==> config.mk <==
export PLATFORM = sky130hd
export DESIGN_NAME = hart_debug_ctrl
export DESIGN_NICKNAME = d
export VERILOG_FILES = /design/src/rtl/hart_debug_ctrl.sv
export SDC_FILE = /design/constraint.sdc
export NUM_CORES = 1
export LEC_CHECK = 0
export BUFFER_PORTS_ARGS = -buffer_cell sky130_fd_sc_hd__buf_2
export CAP_MARGIN = 10
export CORE_AREA = 8 8 139 141
export CTS_CLUSTER_SIZE = 10
export DETAILED_ROUTE_END_ITERATION = 16
export DIE_AREA = 0 0 147 149
export GPL_TIMING_DRIVEN = 0
export PLACE_DENSITY = 0.72
export SLEW_MARGIN = 20
export SYNTH_ARGS = -nofsm -noshare
export SYNTH_HDL_FRONTEND = slang
export SYNTH_SLANG_ARGS = --single-unit
==> constraint.sdc <==
create_clock -name clk -period 4.8 [get_ports clk]
set_input_delay 0.96 -clock clk [delete_from_list [all_inputs] [get_ports clk]]
set_output_delay 0.96 -clock clk [all_outputs]
set_load 0.03 [all_outputs]
==> src/rtl/hart_debug_ctrl.sv <==
// Hart debug controller: halt/resume handshake with the core and abstract-command execution.
// Optional: define DEBUG_MEM_ACCESS_EN to build memory-access commands (cmdtype 2) and MEM_WAIT.
module hart_debug_ctrl (
    input  logic        clk,
    input  logic        rst,
    input  logic        halt_req,
    input  logic        resume_req,
    input  logic        exec,
    input  logic [31:0] command,
    input  logic [31:0] data0_in,
    input  logic [31:0] data1_in,
    output logic        halted,
    output logic        done,
    output logic        write,
    output logic        bus,
    output logic        haltresume,
    output logic        exception,
    output logic [31:0] data0_out,
    output logic        core_stall,
    input  logic        core_idle,
    input  logic [31:0] core_pc,
    output logic [31:0] resume_pc,
    output logic        core_resume,
    output logic [4:0]  rf_addr,
    output logic        rf_we,
    output logic [31:0] rf_wdata,
    input  logic [31:0] rf_rdata,
    output logic        mem_req,
    output logic        mem_we,
    output logic [1:0]  mem_size,
    output logic [31:0] mem_addr,
    output logic [31:0] mem_wdata,
    input  logic        mem_ack,
    input  logic        mem_err,
    input  logic [31:0] mem_rdata
);
    typedef enum logic [2:0] {
        RUN,
        HALTING,
        HALTED,
        EXEC,
`ifdef DEBUG_MEM_ACCESS_EN
        MEM_WAIT,
`endif
        RESUMING
    } state_t;

    state_t      state, state_next;
    logic        exec_stage, exec_armed;
    logic [7:0]  cmdtype_q;
    logic [2:0]  size_q;
    logic        transfer_q, write_q;
    logic [15:0] regno_q;
    logic [31:0] d0_q, dpc;
    logic        is_gpr, is_x0, is_dpc, reg_ok, mem_ok, finish, accept, reg_wr, reg_rd;
    logic        unused_cmd;

    assign unused_cmd = ^{command[23], command[19:18]};

`ifdef DEBUG_MEM_ACCESS_EN
    logic [31:0] d1_q;
`else
    logic unused_mem;
    assign unused_mem = ^{mem_ack, mem_err, mem_rdata, data1_in};
`endif

    always_comb begin
        is_gpr = regno_q[15:5] == 11'h080;
        is_x0  = regno_q == 16'h1000;
        is_dpc = regno_q == 16'h07B1;
        reg_ok = (cmdtype_q == 8'd0) &&
                 (!transfer_q || ((size_q <= 3'd2) && (is_gpr || is_dpc)));
        mem_ok = 1'b0;
`ifdef DEBUG_MEM_ACCESS_EN
        mem_ok = (cmdtype_q == 8'd2) && (size_q <= 3'd2) &&
                 !((size_q == 3'd1 && d1_q[0]) || (size_q == 3'd2 && d1_q[1:0] != 2'b00));
`endif
        // Commands are decoded in the second EXEC cycle so done lands two cycles after exec.
        finish = (state == EXEC) && exec_stage;
        reg_wr = finish && reg_ok && transfer_q && write_q;
        reg_rd = finish && reg_ok && transfer_q && !write_q;
        accept = (state == HALTED) && exec && exec_armed;
    end

    always_comb begin
        state_next = state;
        case (state)
            RUN:      if (halt_req) state_next = HALTING;
            HALTING:  if (core_idle) state_next = HALTED;
            HALTED: begin
                if (accept)          state_next = EXEC;
                else if (resume_req) state_next = RESUMING;
            end
            EXEC: begin
                if (exec_stage) begin
`ifdef DEBUG_MEM_ACCESS_EN
                    state_next = mem_ok ? MEM_WAIT : HALTED;
`else
                    state_next = HALTED;
`endif
                end
            end
`ifdef DEBUG_MEM_ACCESS_EN
            MEM_WAIT: if (mem_ack) state_next = HALTED;
`endif
            RESUMING: state_next = RUN;
            default:  state_next = RUN;
        endcase
    end

    assign core_stall  = (state != RUN) && (state != RESUMING);
    assign halted      = core_stall && (state != HALTING);
    assign core_resume = state == RESUMING;
    assign resume_pc   = dpc;
    assign rf_addr     = regno_q[4:0];
    assign rf_wdata    = d0_q;
    assign rf_we       = reg_wr && is_gpr && !is_x0;

`ifdef DEBUG_MEM_ACCESS_EN
    assign mem_req   = state == MEM_WAIT;
    assign mem_we    = mem_req && write_q;
    assign mem_size  = mem_req ? size_q[1:0] : '0;
    assign mem_addr  = mem_req ? d1_q : '0;
    assign mem_wdata = mem_req ? d0_q : '0;
`else
    assign mem_req   = 1'b0;
    assign mem_we    = 1'b0;
    assign mem_size  = '0;
    assign mem_addr  = '0;
    assign mem_wdata = '0;
`endif

    always_ff @(posedge clk or posedge rst) begin
        if (rst) begin
            state      <= RUN;
            exec_stage <= 1'b0;
            exec_armed <= 1'b1;
            cmdtype_q  <= '0;
            size_q     <= '0;
            transfer_q <= 1'b0;
            write_q    <= 1'b0;
            regno_q    <= '0;
            d0_q       <= '0;
`ifdef DEBUG_MEM_ACCESS_EN
            d1_q       <= '0;
`endif
            dpc        <= '0;
            data0_out  <= '0;
            done       <= 1'b0;
            write      <= 1'b0;
            bus        <= 1'b0;
            exception  <= 1'b0;
            haltresume <= 1'b0;
        end else begin
            state      <= state_next;
            exec_stage <= (state == EXEC) && !exec_stage;
            done       <= 1'b0;
            write      <= 1'b0;
            bus        <= 1'b0;
            exception  <= 1'b0;
            haltresume <= ((state == HALTING) && core_idle) ||
                          ((state == HALTED) && (state_next == RESUMING));
            // A held exec runs once; it must drop before another command is accepted.
            if (accept) begin
                exec_armed <= 1'b0;
                cmdtype_q  <= command[31:24];
                size_q     <= command[22:20];
                transfer_q <= command[17];
                write_q    <= command[16];
                regno_q    <= command[15:0];
                d0_q       <= data0_in;
`ifdef DEBUG_MEM_ACCESS_EN
                d1_q       <= data1_in;
`endif
            end else if (!exec) begin
                exec_armed <= 1'b1;
            end
            if ((state == HALTING) && core_idle) dpc <= core_pc;
            if (reg_wr && is_dpc) dpc <= d0_q;
            if (finish && !mem_ok) begin
                done      <= 1'b1;
                exception <= !reg_ok;
            end
            if (reg_rd) begin
                write     <= 1'b1;
                data0_out <= is_dpc ? dpc : (is_x0 ? '0 : rf_rdata);
            end
`ifdef DEBUG_MEM_ACCESS_EN
            if ((state == MEM_WAIT) && mem_ack) begin
                done      <= 1'b1;
                bus       <= 1'b1;
                exception <= mem_err;
                if (!mem_err && !write_q) begin
                    data0_out <= mem_rdata;
                    write     <= 1'b1;
                end
            end
`endif
        end
    end
endmodule

Word level (Yosys, flattened, before mapping)
Index checks and enable logic that the tools add are counted.
- flip-flop bits (word level): 134
- $lt $le $gt $ge: 1
- equality and inequality tests: 11
- muxes and demuxes: 15
- reductions and logical operators: 29
- operator list (operator ; number):
    2-to-1 mux 32 bit ; 4
    logical AND 1 bit ; 17
    equality test 16 x 11 -> 1 bit, second input constant ; 1
    equality test 16 x 13 -> 1 bit, second input constant ; 1
    2-to-1 mux 3 bit ; 5
    case mux 3 bit (4 select lines) ; 1
    equality test 11 x 8 -> 1 bit, second input constant ; 1
    zero test 8 bit ; 1
    equality test 3 x 2 -> 1 bit, second input constant ; 2
    equality test 3 bit, second input constant ; 2
    zero test 1 bit ; 5
    2-to-1 mux 1 bit ; 5
    equality test 3 x 1 -> 1 bit, second input constant ; 1
    <= comparator 3 x 2 -> 1 bit, second input constant ; 1
    zero test 3 bit ; 1
    logical OR 1 bit ; 3
    != test 3 x 1 -> 1 bit, second input constant ; 1
    != test 3 bit, second input constant ; 1
    nonzero test 3 bit ; 1
    != test 2 x 1 -> 1 bit, second input constant ; 1
    nonzero test 2 bit ; 1

Depth between registers and ports, before layout
- word-level depth: 10
- mapped depth: 8

Worst setup path after synthesis
No wires, ideal clock.
- kind: register to output
- start: register regno_q[11]
- end: output port rf_we
- arrival: 1.791 ns
- required time: 3.840 ns
- setup slack: 2.049 ns
- stages on the path, launching flop included: 5
- path through: dfrtp_1 -> or4_4 -> a2111oi_4 -> and2_1 -> o2111a_1
- longest elaborated chain between the ends: 10
- elaborated cells between the ends (all ways): 13
- those cells by class: eq/ne (3); reduce/logical (10)
- ends and longest elaborated chain (what ; RTL line ; text):
    start, declared ; 53 ; logic [15:0] regno_q;
    start signal, assigned ; 170 ; regno_q <= command[15:0];
    equality test 16 x 11 -> 1 bit / equality test 11 x 8 -> 1 bit (equally long branches) ; 70, 68 ;
    logical OR 1 bit ; 72 ; (!transfer_q || ((size_q <= 3'd2) && (is_gpr || is_dpc)));
    logical AND 1 bit ; 72 ;
    logical OR 1 bit ; 72 ;
    logical AND 1 bit ; 71 ; reg_ok = (cmdtype_q == 8'd0) &&
    logical AND 1 bit (3 in a row) ; 80 ; reg_wr = finish && reg_ok && transfer_q && write_q;
    logical AND 1 bit ; 117 ; assign rf_we = reg_wr && is_gpr && !is_x0;
    logical AND 1 bit (*) ; 117 ;
    end, declared ; 25 ; output logic rf_we,
Every way passes the cells marked *; elsewhere a longest branch is shown, timed or not.

Final worst setup path
Same ends and word-level chain as after synthesis.

==> summary.md <==
| Metric | Value |
|---|---|
| Pins Over Slew Limit | 0 |
| Post-synthesis cell type count | 38 |
| Clk pin slew, worst setup/hold paths | 0.06 ns |
| Total grt overflow | 0 |
| Proportion of layout cells with a drive suffix above 1 | 47.4% |
| Clock Path Buffers | 2 |
| WP data required | 3.84 ns |
| Syn Area/Cell | 11.3 sq um |
| Hold crit path type | reg -> reg |
| Final Hold Viols | 0 |
| # clock sinks | 134 |
| Antenna Nets Post-Route | 0 |
| Sequential share of power | 36.0% |
| Total number of vias | 5129 |
| Initial Utilization | 36.3% |
| Finished Core Util | 50.4% |
| Routability congestion estimate | 0.834 |
| Antenna violations before repair | 2 |
| RSZ-0062 raised after global routing | no |
| Internal Power | 0.00326 W |
| First-pass GRT wire length | 31200 um |
| Iter 0 DRT Violations | 221 |
| Arrival @ worst endpoint | 2.40 ns |
| Post-synth ARST share | 100% |
| Row count | 48 |
| Synth warnings | 0 |
| Fillers | 1630 |
| Routed len/inst | 18.6 um |
| Cts hold-fix bufs | 0 |
| Setup TNS | 0 ns |
| Root buffer cell | clkbuf_16 |
| Register area | 3350 sq um |
| Pleak | 4.20 nW |
| Drt pass-1 iters | 5 |
| Dpl hpwl | 16700 um |
| # setup viols final | 0 |
| Switching Fraction | 39.6% |
| Non-Filler Instances | 1117 |
| Fin Clk Skew | 0.00847 ns |
| Post-synth EDFFs | 0 |
| Worst r2r src | regno_q[1] |
| Gate Count Post-Synth | 550 |
| Post-synth top flop | dfrtp_1 |
| DR vias/cell | 4.59 |
| Seq/Total Area, Yosys | 54.2% |
| TritonCTS Buffers | 17 |
| Synth top area share | 53.8% |
| Area of the multi-input gates | 2390 sq um |
| Final min period | 3.36 ns |
| Placed cell count | 1083 |
| Synth area leader | dfrtp_1 |
| Post-layout nets | 1077 |
| Clk pwr share | 26.1% |
| Drc violations | 0 |
| Status | finished, final reports clean |
| Max_cap viols | 0 |
| Setup Buffers After CTS | 0 |
| Pwr dens | 627 nW/um^2 |
| Worst-Skew Late Latency | 0.41 ns |
| Switching power | 0.00213 W |
| Gate power share | 37.8% |
| Total GRT Usage | 18.6% |
| Synth-to-Final Area Change | 38.9% |
| # resized after CTS | 0 |
| CP Max Fanout | 5 |
| Fmax | 298 MHz |
| Vias in the first global route | 5353 |
| Largest net degree at the start of global routing | 104 |
| Detailed Route WL | 20800 um |
| I/O pins | 378 |
| Die height | 149 um |
| Least-Margin Pin Slew | 0.800 ns |
| I/O Buffers | 239 |
| Core box area | 17100 sq um |
| Die width | 147 um |
| Die area | 21900 sq um |
| Mapped Area | 6190 sq um |
| CP Capture Type | primary output |
| VDD IR-drop max | 0.309 mV |
| H-tree depth | 4 |
| Critical path type | reg -> out |
| Tcrit/Tclk final | 69.9% |
| Slew margin rel. | 46.5% |
| Crit path launch type | flop |
| CTS tree | done |
| Hold path startpoint | exec_stage |
| Largest cells by area after synthesis | dfrtp_1 (54%), mux2_2 (11%), buf_4 (9.3%), a21oi_1 (5.3%), nor2_1 (4.4%) |
| Critical path startpoint | regno_q[11] |
| Yosys reg bits | 134 |
==> power by group through the flow <==
stage          registers, W  clock network [W]  logic [W]
2_1_floorplan       0.00240                  0   0.000907
3_3_place_gp        0.00194                  0    0.00202
3_5_place_dp        0.00196                  0    0.00205
4_1_cts             0.00194            0.00143    0.00206
5_1_grt             0.00200            0.00148    0.00217
6_report            0.00194            0.00141    0.00204
==> routing by layer <==
metal	GRT usage (%)	share of wire [%]
met5	0	0
met4	5.92	2.1
met3	7.34	7.8
met2	30.9	49
met1	21.7	41
==> kinds of logic after synthesis <==
| logic type | count (synthesis) | synth area share, % |
|---|---|---|
| AOI/OAI and AO/OA | 117 | 11.7 |
| buffers and inverters | 106 | 11.3 |
| DFF | 134 | 54.2 |
| muxes | 84 | 14.8 |
| other | 1 | 0.0606 |
| and+or+nand+nor | 108 | 7.98 |
==> synth_stat cells, drive strengths merged (2+ instances only) <==
library cell / count
nor2: 73
mux2i: 24
a21oi: 65
nand4: 3
a22oi: 32
nor3b: 2
nor4: 2
o22ai: 9
mux2: 60
or4: 2
inv: 4
or2: 2
nand2: 9
o21ai: 5
buf: 86
clkbuf: 16
nor3: 4
dfrtp: 133
and2: 3
o2111a: 3
==> placed cells by master (no fill, tap or decap), types with 4 or more instances in the layout <==
cell type / synthesis / routed
a21oi_1: 65 / 65
a22oi_1: 32 / 32
buf_2: 9 / 248
buf_4: 77 / 77
bufinv_16: 0 / 4
clkbuf_1: 16 / 20
clkbuf_16: 0 / 17
clkbuf_8: 0 / 4
conb_1: 1 / 69
dfrtp_1: 133 / 133
mux2_2: 60 / 60
mux2i_1: 24 / 24
nand2_1: 9 / 9
nor2_1: 73 / 73
o21ai_0: 4 / 4
o22ai_1: 9 / 9
==> critical path, stage by stage (launching register included) <==
cell and delay [ns]:
dfrtp_1 0.37, or4_4 0.57, a2111oi_4 0.40, and2_1 0.24, o2111a_1 0.21, buf_2 0.20
==> state kept, by name, summed over array words and instances (netlist names) <==
register,count
rf_wdata,32
size_q,3
exec_stage,1
regno_q,16
haltresume,1
write_q,1
state,3
done,1
write,1
exception,1
cmdtype_q,8
resume_pc,32
transfer_q,1
exec_armed,1
data0_out,32
==> final timing paths <==
path,to,slack [ns],cells after the start
worst max register to register,data0_out[12],2.12,6
min in group asynchronous,data0_out[24],0.50,2
worst max-delay path,rf_we,1.44,5
worst min-delay path,exec_stage,0.44,1
worst min register to register,exec_stage,0.44,1
max in group asynchronous,regno_q[2],3.50,3
==> layout make-up <==
class / count / share of cell area [%]
Sequential cell: 134 / 39.0
Clock buffer: 25 / 5.76
Inverter: 4 / 0.262
Multi-Input combinational cell: 378 / 27.8
Antenna cell: 2 / 0.0582
Clock inverter: 7 / 1.64
Tap cell: 225 / 3.27
Buffer: 102 / 7.94
Timing Repair Buffer: 240 / 14.2
==> stage by stage <==
step / setup slack, ns / total power, W / cell area, sq um / hold WS, ns
6_report: 1.44 / 0.00539 / 8600 / 0.442
5_1_grt: 1.36 / 0.00565 / 8600 / 0.472
4_1_cts: 1.42 / 0.00543 / 8590 / 0.438
3_5_place_dp: 1.87 / 0.00401 / 7960 / 0.430
3_3_place_gp: -1.47 / 0.00395 / 7920 / 0.415
2_1_floorplan: 0.259 / 0.00331 / 6440 / 0.405
No activity file was read; power rests on OpenSTA's default activity.
